[config.mk]
export PLATFORM = sky130hd
export DESIGN_NAME = aes_enc_arbiter
export DESIGN_NICKNAME = d
export VERILOG_FILES = /design/src/rtl/aes_enc_arb_pkg.sv /design/src/rtl/rr_arbiter.sv /design/src/rtl/aes_enc_arbiter.sv
export SDC_FILE = /design/constraint.sdc
export NUM_CORES = 1
export LEC_CHECK = 0
export CAP_MARGIN = 15
export CORE_AREA = 2 2 554 556
export CTS_BUF_LIST = sky130_fd_sc_hd__clkbuf_16
export DETAILED_ROUTE_END_ITERATION = 10
export DIE_AREA = 0 0 556 558
export GPL_ROUTABILITY_DRIVEN = 0
export GPL_TIMING_DRIVEN = 0
export PLACE_DENSITY_LB_ADDON = 0.1
export SYNTH_ARGS = -nofsm -noshare
export SYNTH_HDL_FRONTEND = slang
export SYNTH_SLANG_ARGS = --single-unit
export TNS_END_PERCENT = 1
[constraint.sdc]
create_clock -name clk -period 3.05 [get_ports clk]
set_input_delay 0.61 -clock clk [delete_from_list [all_inputs] [get_ports clk]]
set_output_delay 0.61 -clock clk [all_outputs]
set_load 0.01 [all_outputs]
[src/rtl/aes_enc_arb_pkg.sv]
`default_nettype none
// ============================================================================
// Module      : aes_enc_arb_pkg
// Description : Shared widths and FSM state encoding for the AES-256 encrypt
//               core arbiter.
// Revision    : 1.0 - initial release
// ============================================================================
package aes_enc_arb_pkg;

  localparam int BLK_W = 128;
  localparam int KEY_W = 256;

  typedef enum logic [1:0] {
    ST_IDLE = 2'd0,
    ST_BUSY = 2'd1,
    ST_RESP = 2'd2
  } state_e;

endpackage
`default_nettype wire

[src/rtl/rr_arbiter.sv]
`default_nettype none
// ============================================================================
// Module      : rr_arbiter
// Description : Combinational requester picker. Searches upward from ptr with
//               wrap-around and returns a one-hot grant plus its index.
//               AES_ENC_ARB_FIXED_PRIO_EN: ignore ptr, lowest index wins.
// Revision    : 1.0 - initial release
// ============================================================================
module rr_arbiter #(
  parameter int NREQ = 2,
  parameter int IDW  = $clog2(NREQ)
) (
  input  logic [NREQ-1:0] req,
  input  logic [IDW-1:0]  ptr,
  output logic [NREQ-1:0] gnt,
  output logic [IDW-1:0]  gnt_id
);

  logic [IDW-1:0] start;
  logic [IDW-1:0] idx;
  logic           found;

`ifdef AES_ENC_ARB_FIXED_PRIO_EN
  logic unused_ptr;
  assign unused_ptr = ^ptr;
  assign start      = '0;
`else
  assign start      = ptr;
`endif

  // First requesting index at or after the start point wins
  always_comb begin
    gnt    = '0;
    gnt_id = '0;
    found  = 1'b0;
    idx    = '0;
    for (int k = 0; k < NREQ; k++) begin
      idx = IDW'((int'(start) + k) % NREQ);
      if (!found && req[idx]) begin
        found       = 1'b1;
        gnt[idx]    = 1'b1;
        gnt_id      = idx;
      end
    end
  end

endmodule
`default_nettype wire

[src/rtl/aes_enc_arbiter.sv]
`default_nettype none
// ============================================================================
// Module      : aes_enc_arbiter
// Description : Shares one AES-256 Encrypt core between NREQ requesters.
//               Arbitrates, registers operands onto the core, waits the fixed
//               core latency, and returns the result on a tagged response.
//               AES_ENC_ARB_FIXED_PRIO_EN: fixed priority, no pointer register.
// Revision    : 1.0 - initial release
// ============================================================================
module aes_enc_arbiter
  import aes_enc_arb_pkg::*;
#(
  parameter int NREQ     = 2,
  parameter int CORE_LAT = 14,
  parameter int IDW      = $clog2(NREQ)
) (
  input  logic                  clk,
  input  logic                  rst,
  input  logic [NREQ-1:0]       req_valid,
  output logic [NREQ-1:0]       req_ready,
  input  logic [NREQ*BLK_W-1:0] req_data,
  input  logic [NREQ*KEY_W-1:0] req_key,
  output logic                  resp_valid,
  input  logic                  resp_ready,
  output logic [BLK_W-1:0]      resp_data,
  output logic [IDW-1:0]        resp_id,
  output logic [BLK_W-1:0]      core_in,
  output logic [KEY_W-1:0]      core_key,
  input  logic [BLK_W-1:0]      core_out
);

  localparam int               CNT_W    = $clog2(CORE_LAT) + 1;
  localparam logic [CNT_W-1:0] CNT_LOAD = CNT_W'(CORE_LAT - 1);

  state_e           state_q,      state_d;
  logic [CNT_W-1:0] cnt_q,        cnt_d;
  logic [BLK_W-1:0] core_in_q,    core_in_d;
  logic [KEY_W-1:0] core_key_q,   core_key_d;
  logic [BLK_W-1:0] resp_data_q,  resp_data_d;
  logic [IDW-1:0]   resp_id_q,    resp_id_d;
  logic             resp_valid_q, resp_valid_d;

  logic [NREQ-1:0]  gnt;
  logic [IDW-1:0]   gnt_id;
  logic [IDW-1:0]   arb_ptr;
  logic [BLK_W-1:0] sel_data;
  logic [KEY_W-1:0] sel_key;
  logic             accept;

`ifdef AES_ENC_ARB_FIXED_PRIO_EN
  assign arb_ptr = '0;
`else
  logic [IDW-1:0] ptr_q, ptr_d;
  assign arb_ptr = ptr_q;
`endif

  rr_arbiter #(
    .NREQ (NREQ),
    .IDW  (IDW)
  ) u_arb (
    .req    (req_valid),
    .ptr    (arb_ptr),
    .gnt    (gnt),
    .gnt_id (gnt_id)
  );

  // Grant is only offered while idle; gnt is already zero with no requests
  assign req_ready = (state_q == ST_IDLE) ? gnt : '0;
  assign accept    = |(req_valid & req_ready);

  // Route the granted requester's operands toward the core registers
  always_comb begin
    sel_data = '0;
    sel_key  = '0;
    for (int i = 0; i < NREQ; i++) begin
      if (gnt[i]) begin
        sel_data = req_data[i*BLK_W +: BLK_W];
        sel_key  = req_key[i*KEY_W +: KEY_W];
      end
    end
  end

  // Next-state, latency countdown and response capture
  always_comb begin
    state_d      = state_q;
    cnt_d        = cnt_q;
    core_in_d    = core_in_q;
    core_key_d   = core_key_q;
    resp_data_d  = resp_data_q;
    resp_id_d    = resp_id_q;
    resp_valid_d = resp_valid_q;
`ifndef AES_ENC_ARB_FIXED_PRIO_EN
    ptr_d        = ptr_q;
`endif
    case (state_q)
      ST_IDLE: begin
        if (accept) begin
          core_in_d  = sel_data;
          core_key_d = sel_key;
          resp_id_d  = gnt_id;
          cnt_d      = CNT_LOAD;
          state_d    = ST_BUSY;
        end
      end
      ST_BUSY: begin
        if (cnt_q == '0) begin
          resp_data_d  = core_out;
          resp_valid_d = 1'b1;
          state_d      = ST_RESP;
        end else begin
          cnt_d = cnt_q - CNT_W'(1);
        end
      end
      ST_RESP: begin
        if (resp_ready) begin
          resp_valid_d = 1'b0;
          state_d      = ST_IDLE;
`ifndef AES_ENC_ARB_FIXED_PRIO_EN
          ptr_d = (resp_id_q == IDW'(NREQ - 1)) ? '0 : resp_id_q + IDW'(1);
`endif
        end
      end
      default: state_d = ST_IDLE;
    endcase
  end

  // State and datapath registers with synchronous reset
  always_ff @(posedge clk) begin
    if (rst) begin
      state_q      <= ST_IDLE;
      cnt_q        <= '0;
      core_in_q    <= '0;
      core_key_q   <= '0;
      resp_data_q  <= '0;
      resp_id_q    <= '0;
      resp_valid_q <= 1'b0;
`ifndef AES_ENC_ARB_FIXED_PRIO_EN
      ptr_q        <= '0;
`endif
    end else begin
      state_q      <= state_d;
      cnt_q        <= cnt_d;
      core_in_q    <= core_in_d;
      core_key_q   <= core_key_d;
      resp_data_q  <= resp_data_d;
      resp_id_q    <= resp_id_d;
      resp_valid_q <= resp_valid_d;
`ifndef AES_ENC_ARB_FIXED_PRIO_EN
      ptr_q        <= ptr_d;
`endif
    end
  end

  assign core_in    = core_in_q;
  assign core_key   = core_key_q;
  assign resp_data  = resp_data_q;
  assign resp_id    = resp_id_q;
  assign resp_valid = resp_valid_q;

endmodule
`default_nettype wire
; ---- Word level (Yosys, flattened, before mapping)
; Cells that the tools add are included.
; Widths: inputs -> output; s select.
[op_classes]
addsub = 3
n_lt_le_gt_ge = 4
n_eq_ne = 6
mux = 29
bitwise = 2
reduce_logical = 15
[op_table]
columns = cell, count
row1 = $mux 256, 2
row2 = $mux 128, 2
row3 = $mux 1, 12
row4 = $mux 2, 6
row5 = $mux 5, 2
row6 = $pmux 5 s2, 1
row7 = $reduce_and 3->1, 3
row8 = $ne 2x2->1 const B, 4
row9 = $pmux 2 s3, 1
row10 = $reduce_and 2->1, 3
row11 = $logic_not 5->1, 1
row12 = $sub 5x1->5 const B, 1
row13 = $lt 1x2->1 const B, 2
row14 = $reduce_bool 2->1, 2
row15 = $logic_and 1x1->1, 3
row16 = $add 1x1->1 const B, 2
row17 = $and 2x2->2, 1
row18 = $demux 1 s1, 2
row19 = $eq 2x1->1 const B, 1
row20 = $eq 2x2->1 const B, 1
row21 = $ge 1x1->1 const B, 2
row22 = $logic_not 2->1, 1
row23 = $or 2x2->2, 1
row24 = $pmux 1 s2, 1
row25 = other kinds (2), 2
[word_totals]
register_bits = 522
inputBits = 901
output_inout_bits = 516

; ---- Longest topological paths before layout
; Gate-level depths: netlist (run 1).
[depth]
ltp_word = 12
ltp_mapped = 8
mapped_depth_nobuf = 5

; ---- Hierarchy
; Synthesis (run 1) repeated with hierarchy kept, for this count alone.
[unflattened]
hier_cells = 2440
hier_area_um2 = 21798.4
[modules_own_cells]
columns = module, n_inst, cells_per_inst, area_each_um2, seq_area_each_um2
row1 = aes_enc_arbiter, 1, 2436, 21768.4, 10450.0
row2 = rr_arbiter, 1, 4, 30.0, 0.0

; ---- Least setup slack after synthesis (run 1)
; OpenSTA, ideal clock, no wires.
[synth_path]
kind = input -> output
from = input req_valid[1]
to = output req_ready[0]
arrival_ps = 1678
required_ps = 2440
path_slack_ps = 762
cell_stages = 6
n_path_buf = 4
cell_sequence = buf_2 -> a21boi_0 -> buf_2 -> buf_4 -> clkbuf_1 -> and2_1
[synth_between]
elab_chain_len = 7
elab_cells_between_ends = 11
[synth_rtl]
columns = item, line_no
row1 = "start, declared", aes_enc_arbiter.sv:19  ; input logic [NREQ-1:0] req_valid,
row2 = $mux 1 (not written as such) (2 in series), rr_arbiter.sv:39  ; if (!found && req[idx]) begin
row3 = $mux 1, rr_arbiter.sv:39
row4 = $logic_not 1->1, rr_arbiter.sv:39
row5 = $logic_and 1x1->1, rr_arbiter.sv:39
row6 = $mux 2 *, rr_arbiter.sv:39
row7 = $mux 2 *, aes_enc_arbiter.sv:68  ; assign req_ready = (state_q == ST_IDLE) ? gnt : '0;
row8 = "end, declared", aes_enc_arbiter.sv:20  ; output logic [NREQ-1:0] req_ready,
; Mark *: on every way between the ends. The rest lies on a longest branch, timed or not. The select of a mux whose other input is x is not followed.

; ---- Worst setup path after layout (run 1)
[layout_path]
from = register ptr_q (netlist: arb_ptr)
to = register core_key_q[254] (netlist: core_key[254])
[layout_between]
elab_chain_len = 11
elab_cells_between_ends = 27
[layout_rtl]
columns = item, line_no
row1 = "start, declared", aes_enc_arbiter.sv:53  ; logic [IDW-1:0] ptr_q, ptr_d;
row2 = "start signal, assigned", aes_enc_arbiter.sv:149  ; ptr_q <= ptr_d;
row3 = $add 1x1->1 (tied with other cells), rr_arbiter.sv:38  ; idx = IDW'((int'(start) + k) % NREQ);
row4 = $lt 1x2->1 (not written as such) (tied with other cells), rr_arbiter.sv:41  ; gnt[idx] = 1'b1;
row5 = $logic_and 1x1->1 (not written as such) / $mux 1 (equally long branches), rr_arbiter.sv:41
row6 = $mux 1 (not written as such) / $demux 1 s1 (equally long branches), -
row7 = $demux 1 s1 / $mux 2 (equally long branches), -
row8 = $or 2x2->2 (no source line), -
row9 = $mux 2 *, rr_arbiter.sv:39
row10 = $mux 2, aes_enc_arbiter.sv:68
row11 = $and 2x2->2, aes_enc_arbiter.sv:69  ; assign accept = |(req_valid & req_ready);
row12 = $reduce_or 2->1, aes_enc_arbiter.sv:69
row13 = $reduce_and 2->1 (no source line), -
row14 = "end signal, assigned", aes_enc_arbiter.sv:144  ; core_key_q <= core_key_d;
row15 = "end, declared", aes_enc_arbiter.sv:38  ; logic [KEY_W-1:0] core_key_q, core_key_d;
; Marked as above.
; A chain may end at the register's enable or synchronous reset.

==> results.yml, run 1 <==
timing:
  period_needed_ns: 2.94
  setup_violations: 0
  relSlewSlack_pct: 23.5
  grt_setup_unrepaired: "yes"
  skew_ns: 0.0531
  hold_violations: 0
  max_freq_mhz: 341
  worst_pin_slew_ns: 1.15
  period_share_pct: 96.3
  slew_violations: 0
global_routing:
  gr-usage-all-layers_pct: 15.9
  grt_pass1_wl_um: 327000
  grt_antenna_before_repair: 197
  grt.overflow.total: 0
  grt_pass1_vias: 30300
  grt_max_degree: 20
clocking:
  clockRootBuffer: "clkbuf_16"
  cts.clk_slew.worst_paths_ns: 0.06
  cts_max_level: 3
  clk_path_buf_depth: 4
  cts_tree: "built"
  cts_hold_buf: 0
  clkLatencyLatePin_ns: 0.80
  clock-sinks: 522
  cts_made_buffers: 87
finish:
  area_growth_pct: 90.8
  multi_input_area_um2: 12100
  final_cell_mix: "1412 x clkdlybuf4s50_1, 522 x dfxtp_1, 515 x a21oi_1"
  postLayoutCoreUtil_pct: 15.2
  drive_above_1_share_pct: 14.1
  finalInstanceArea_um2: 46400
  fillers: 34400
  regArea_um2: 10500
  final_common_cell: "clkdlybuf4s50_1"
  fin_nets: 4885
  fin_cells: 8106
power:
  swShare_pct: 36.5
  clockPowerShare_pct: 36.2
  p_sw_uw: 9830
  power_frac_comb_pct: 33.0
  power_leakage_uw: 0.0141
  power_frac_seq_pct: 30.7
  power.internal_uw: 17100
  power_density_nw_per_um2: 580
  power_uw: 26900
  peakVddDrop_mv: 0.372
setup_path:
  critPathRequiredTime_ns: 3.74
  reg2reg_from: "arb_ptr"
  cp-end-kind: "register"
  slowest_stage: "buf_1"
  cpPeakStageDelay_ns: 0.71
  r2r_slack_ns: 0.11
  cpLargestDelayFamily: "buffers and inverters"
  critPathKind: "register to register"
  path_cells: "nand2b_1, buf_6, clkbuf_2, buf_1, a32oi_1, a211oi_2"
  worstPathBufferInverterCount: 3
  r2r-end: "core_key[254]"
  path_max_fanout: 10
  r2r_cells: 6
  start_kind: "register"
  cp.arrival_ns: 3.63
synthesis:
  yosysTopAreaCellShare_pct: 43.0
  yosysSeqAreaShare_pct: 43.0
  synth_top_area_cell: "dfxtp_1"
  ys_top_cells_by_area: "dfxtp_1 43%, a211oi_2 18%, a32oi_1 14%, a21oi_1 11%, clkbuf_1 4.4%"
  ys_warn_count: 0
  syn_area_um2: 24300
  synth.distinct_cells: 36
  synth-edff-count: 0
  syn_inst: 2475
  async_flop_share_pct: 0
  syn-num-nets: 3377
  syn_area_per_cell_um2: 9.82
  synth_flop_cell: "dfxtp_1"
  ys_ff_latch: 522
detailed_routing:
  vias: 29500
  antenna_left: 0
  drc: 0
  via_per_inst: 3.64
  first_pass_iters: 5
  wl_per_cell_um: 32.0
  drt_iter0_markers: 1567
  drt-total-wl_um: 260000
floorplan:
  dieArea_um2: 310000
  die_y_um: 558
  coreArea_um2: 305000
  start_util_pct: 7.98
  die_x_um: 556
  io_pins: 1417
  rows: 203
run_status:
  outcome: "complete, no violations"
min_path:
  hold_start: "core_out[31]"
  holdPathEnd: "resp_data[31]"
  min_path_type: "primary input to register"
  holdPathStages: 3
placement:
  dpl_cell_area_um2: 43500
  port-buffer-count: 1414
  place_inst: 7889
  dp_hpwl_um: 218000
flow_run:
  maxCapViolations: 0
-- power by group through the flow --
stage / combinational, uW / clock [uW] / sequential [uW]
after floorplan: 3260 / 0 / 8610
after global placement: 9060 / 0 / 8420
after detailed placement: 9060 / 0 / 8430
after CTS: 9120 / 10300 / 8300
after global routing: 9470 / 10400 / 8370
final: 8890 / 9750 / 8260
-- per-layer routing --
metal	GRT usage, %	part of all wire [%]	up-vias
met5	0	0.32	-
met4	3.99	2.2	134
met3	6.96	10	415
met2	28.2	50	1424
met1	17.3	37	14400
li1	-	-	13100
-- worst min-delay path, cell delays in order --
cell and delay [ns]:
clkdlybuf4s50_1 0.39, nand3_1 0.06, a21oi_1 0.05
-- kinds of logic (layout without fill, tap and decap cells) --
family                   after synthesis  count (layout)  synth area share, %
AND/OR/NAND/NOR                      154             154                 3.36
adder cells (fa/ha/maj)                1               1               0.0515
flip-flops                           522             522                 43.0
multiplexers                           1               1               0.0463
other                                  0              64                    0
AO/OA/AOI/OAI                       1422            1422                 46.5
buffers and inverters                375            1945                 7.05
-- cell usage after synthesis, types with 4 or more instances --
| library cell | count |
|---|---|
| o21ai_0 | 122 |
| nand2b_1 | 4 |
| a21oi_1 | 515 |
| buf_4 | 18 |
| dfxtp_1 | 522 |
| clkbuf_1 | 282 |
| a211oi_1 | 36 |
| a32oi_1 | 384 |
| nor2_1 | 5 |
| o21ai_1 | 7 |
| a211oi_2 | 350 |
| buf_6 | 24 |
| buf_2 | 46 |
| nand3_1 | 128 |
-- worst max path at each step --
stage | start | end | slack (ns) | cells after the start
after CTS | arb_ptr | req_ready[1] | -0.12 | 5
after global placement | rst | core_in[14] | -1.72 | 4
after detailed placement | req_valid[0] | core_key[253] | -1.40 | 7
after global routing | arb_ptr | core_key[253] | -0.007 | 6
final | arb_ptr | core_key[254] | 0.11 | 6
after floorplan | req_valid[1] | req_ready[0] | 0.76 | 6
-- per-stage QoR --
stage / hold slack [ns] / TNS [ns] / setup WS [ns]
after CTS: 0.280 / -0.121 / -0.121
after global placement: 0.461 / -477.52 / -1.72
final: 0.391 / 0 / 0.113
after global routing: 0.351 / -0.0158 / -0.00678
after floorplan: 0.483 / 0 / 0.762
after detailed placement: 0.469 / -248.10 / -1.40
-- repair_timing --
item | 4_1_cts | 5_1_grt
endpoints found under the setup margin | 199 | 5
gates resized for setup | 23 | 7
buffers inserted | 3 | 0
-- state kept, by name, indices dropped and copies added, names as in the netlist --
name	count
core_key	256
core_in	128
resp_data	128
cnt_q	5
state_q	2
arb_ptr	1
resp_id	1
resp_valid	1
-- area by class of cell --
type                    instances  area share (%)
well taps                    3997            10.8
plain buffers                 371            3.81
clock buffers                  87            4.70
inverters                       3          0.0243
diodes                         64           0.345
flip-flops and latches        522            22.5
multi-input cells            1578            26.2
repair buffers               1420            30.7
clock inverters                64           0.915
Note: power is estimated with default switching activity, not from simulation.
==> run 2, diff against run 1 <==
--- a/config.mk
+++ b/config.mk
@@ -12,7 +12,8 @@
 export DIE_AREA = 0 0 556 558
 export GPL_ROUTABILITY_DRIVEN = 0
 export GPL_TIMING_DRIVEN = 0
-export PLACE_DENSITY_LB_ADDON = 0.1
+export PLACE_DENSITY = 0.35
+export SLEW_MARGIN = 40
 export SYNTH_ARGS = -nofsm -noshare
 export SYNTH_HDL_FRONTEND = slang
 export SYNTH_SLANG_ARGS = --single-unit
==> run 2 against run 1 <==
Against the previous run: wire length is 7.1% higher; setup slack better by 0.019 ns; hold slack worse by 0.011 ns; core utilization hardly changed.
==> results.yml, run 2 (synthesis gave the netlist of run 1 again) <==
run_status:
  outcome: "complete, no violations"
flow_run:
  maxCapViolations: 0
timing:
  setup_tns_ns: 0
  max_freq_mhz: 343
  hold_violations: 0
  relSlewSlack_pct: 38.6
  setup_slack_ns: 0.132
  setup_violations: 0
  slew_violations: 0
  period_share_pct: 95.7
  worst_pin_slew_ns: 0.920
  skew_ns: 0.0987
  grt_setup_unrepaired: "no"
  period_needed_ns: 2.92
floorplan:
  dieArea_um2: 310000
  rows: 203
  start_util_pct: 7.98
  coreArea_um2: 305000
  die_y_um: 558
  io_pins: 1417
  die_x_um: 556
setup_path:
  cp.arrival_ns: 3.61
  critPathRequiredTime_ns: 3.74
  path_max_fanout: 10
  start_kind: "register"
  cp-end-kind: "register"
  reg2reg_from: "arb_ptr"
  critPathKind: "register to register"
  crit_start: "arb_ptr"
power:
  peakVddDrop_mv: 0.406
  power_leakage_uw: 0.0141
  power_density_nw_per_um2: 564
detailed_routing:
  antenna_left: 0
  first_pass_iters: 5
  wl_per_cell_um: 34.3
  via_per_inst: 3.77
  drt_iter0_markers: 2352
  vias: 30500
  drt-total-wl_um: 278000
  drc: 0
global_routing:
  gr-usage-all-layers_pct: 17.0
  grt.overflow.total: 0
  grt_antenna_before_repair: 208
  grt_pass1_vias: 30400
  grt_max_degree: 20
  grt_pass1_wl_um: 342000
finish:
  fillers: 34300
  final_cell_mix: "1411 x clkdlybuf4s50_1, 522 x dfxtp_1, 515 x a21oi_1"
  final_common_cell: "clkdlybuf4s50_1"
  finalInstanceArea_um2: 46200
  drive_above_1_share_pct: 15.2
  area_growth_pct: 90.3
  postLayoutCoreUtil_pct: 15.2
  fin_nets: 4887
  largest_register_ffs: 256
min_path:
  min_path_type: "primary input to register"
  hold_start: "core_out[26]"
clocking:
  clockRootBuffer: "clkbuf_16"
  cts_tree: "built"
  clock-sinks: 522
  clkLatencyLatePin_ns: 0.81
  clk_path_buf_depth: 4
  cts_max_level: 3
  cts_made_buffers: 79
  cts_hold_buf: 0
  cts.clk_slew.worst_paths_ns: 0.07
placement:
  port-buffer-count: 1414
  dpl_cell_area_um2: 43600
  detailedPlace.worstSlack_ns: -1.30
  dp_hpwl_um: 243000
## run 2: cell types whose count changed in the layout (fill, tap and decap cells not counted), sizes merged
| cell | before | now |
|---|---|---|
| bufinv | 5 | 4 |
| clkdlybuf4s50 | 1412 | 1411 |
| inv | 25 | 24 |
| clkinv | 37 | 22 |
| clkinvlp | 0 | 4 |
| buf | 97 | 103 |
| clkbuf | 367 | 364 |
| diode | 64 | 65 |
## run 2: cell type report
| class | count | area [um2] | area share [%] |
|---|---|---|---|
| inverter | 3 | 11.3 | 0.0243 |
| clock buffer | 79 | 1980 | 4.27 |
| buffer | 371 | 1820 | 3.94 |
| antenna | 65 | 163 | 0.352 |
| multi-input combinational | 1578 | 12100 | 26.3 |
| sequential | 522 | 10500 | 22.6 |
| timing repair buffer | 1430 | 14300 | 30.9 |
| tap | 3997 | 5000 | 10.8 |
| clock inverter | 51 | 379 | 0.820 |
## run 2: layer usage
| metal | part of all wire, % | wire (um) | vias to the layer above | track usage [%] |
|---|---|---|---|---|
| met2 | 48 | 132000 | 1719 | 29.2 |
| li1 | - | - | 13100 | - |
| met1 | 38 | 105000 | 15100 | 18.7 |
| met3 | 11 | 31200 | 464 | 8.01 |
| met5 | 0.32 | 892 | - | 0 |
| met4 | 3.2 | 8810 | 136 | 4.62 |
## run 2: critical path: stages, from the launching register on
cell      delay (ns)
dfxtp_1         0.35
nand2b_1        0.13
buf_6           0.22
clkbuf_2        0.55
clkbuf_1        0.68
a32oi_1         0.47
a211oi_2        0.32
## run 2: timing repair
action / 4_1_cts / 5_1_grt
endpoints found under the setup margin: 101 / 7
endpoints found under the hold margin: 0 / 0
gates cloned: 0 / 0
buffers inserted: 0 / 0
gates resized for setup: 27 / 5
## run 2: power by group
group / total [uW] / switching [uW] / internal (uW)
combinational: 9000 / 5160 / 3840
clock: 8840 / 3810 / 5020
sequential: 8270 / 591 / 7680
total: 26100 / 9560 / 16500
## run 2: final timing paths
check	endpoint	slack, ns	depth (start not counted)
worst max-delay path	core_key[197]	0.13	6
worst max register to register	core_key[197]	0.13	6
worst min register to register	resp_data[77]	0.48	2
worst min-delay path	resp_data[26]	0.38	3
## run 2: metrics by stage
stage               hold slack [ns]  cells  total power, uW
global placement              0.467   7886            17400
CTS                           0.280   8028            26500
global route                  0.310   8053            27200
detailed placement            0.468   7899            17500
floorplan                     0.483   2475            11900
finish                        0.380   8096            26100
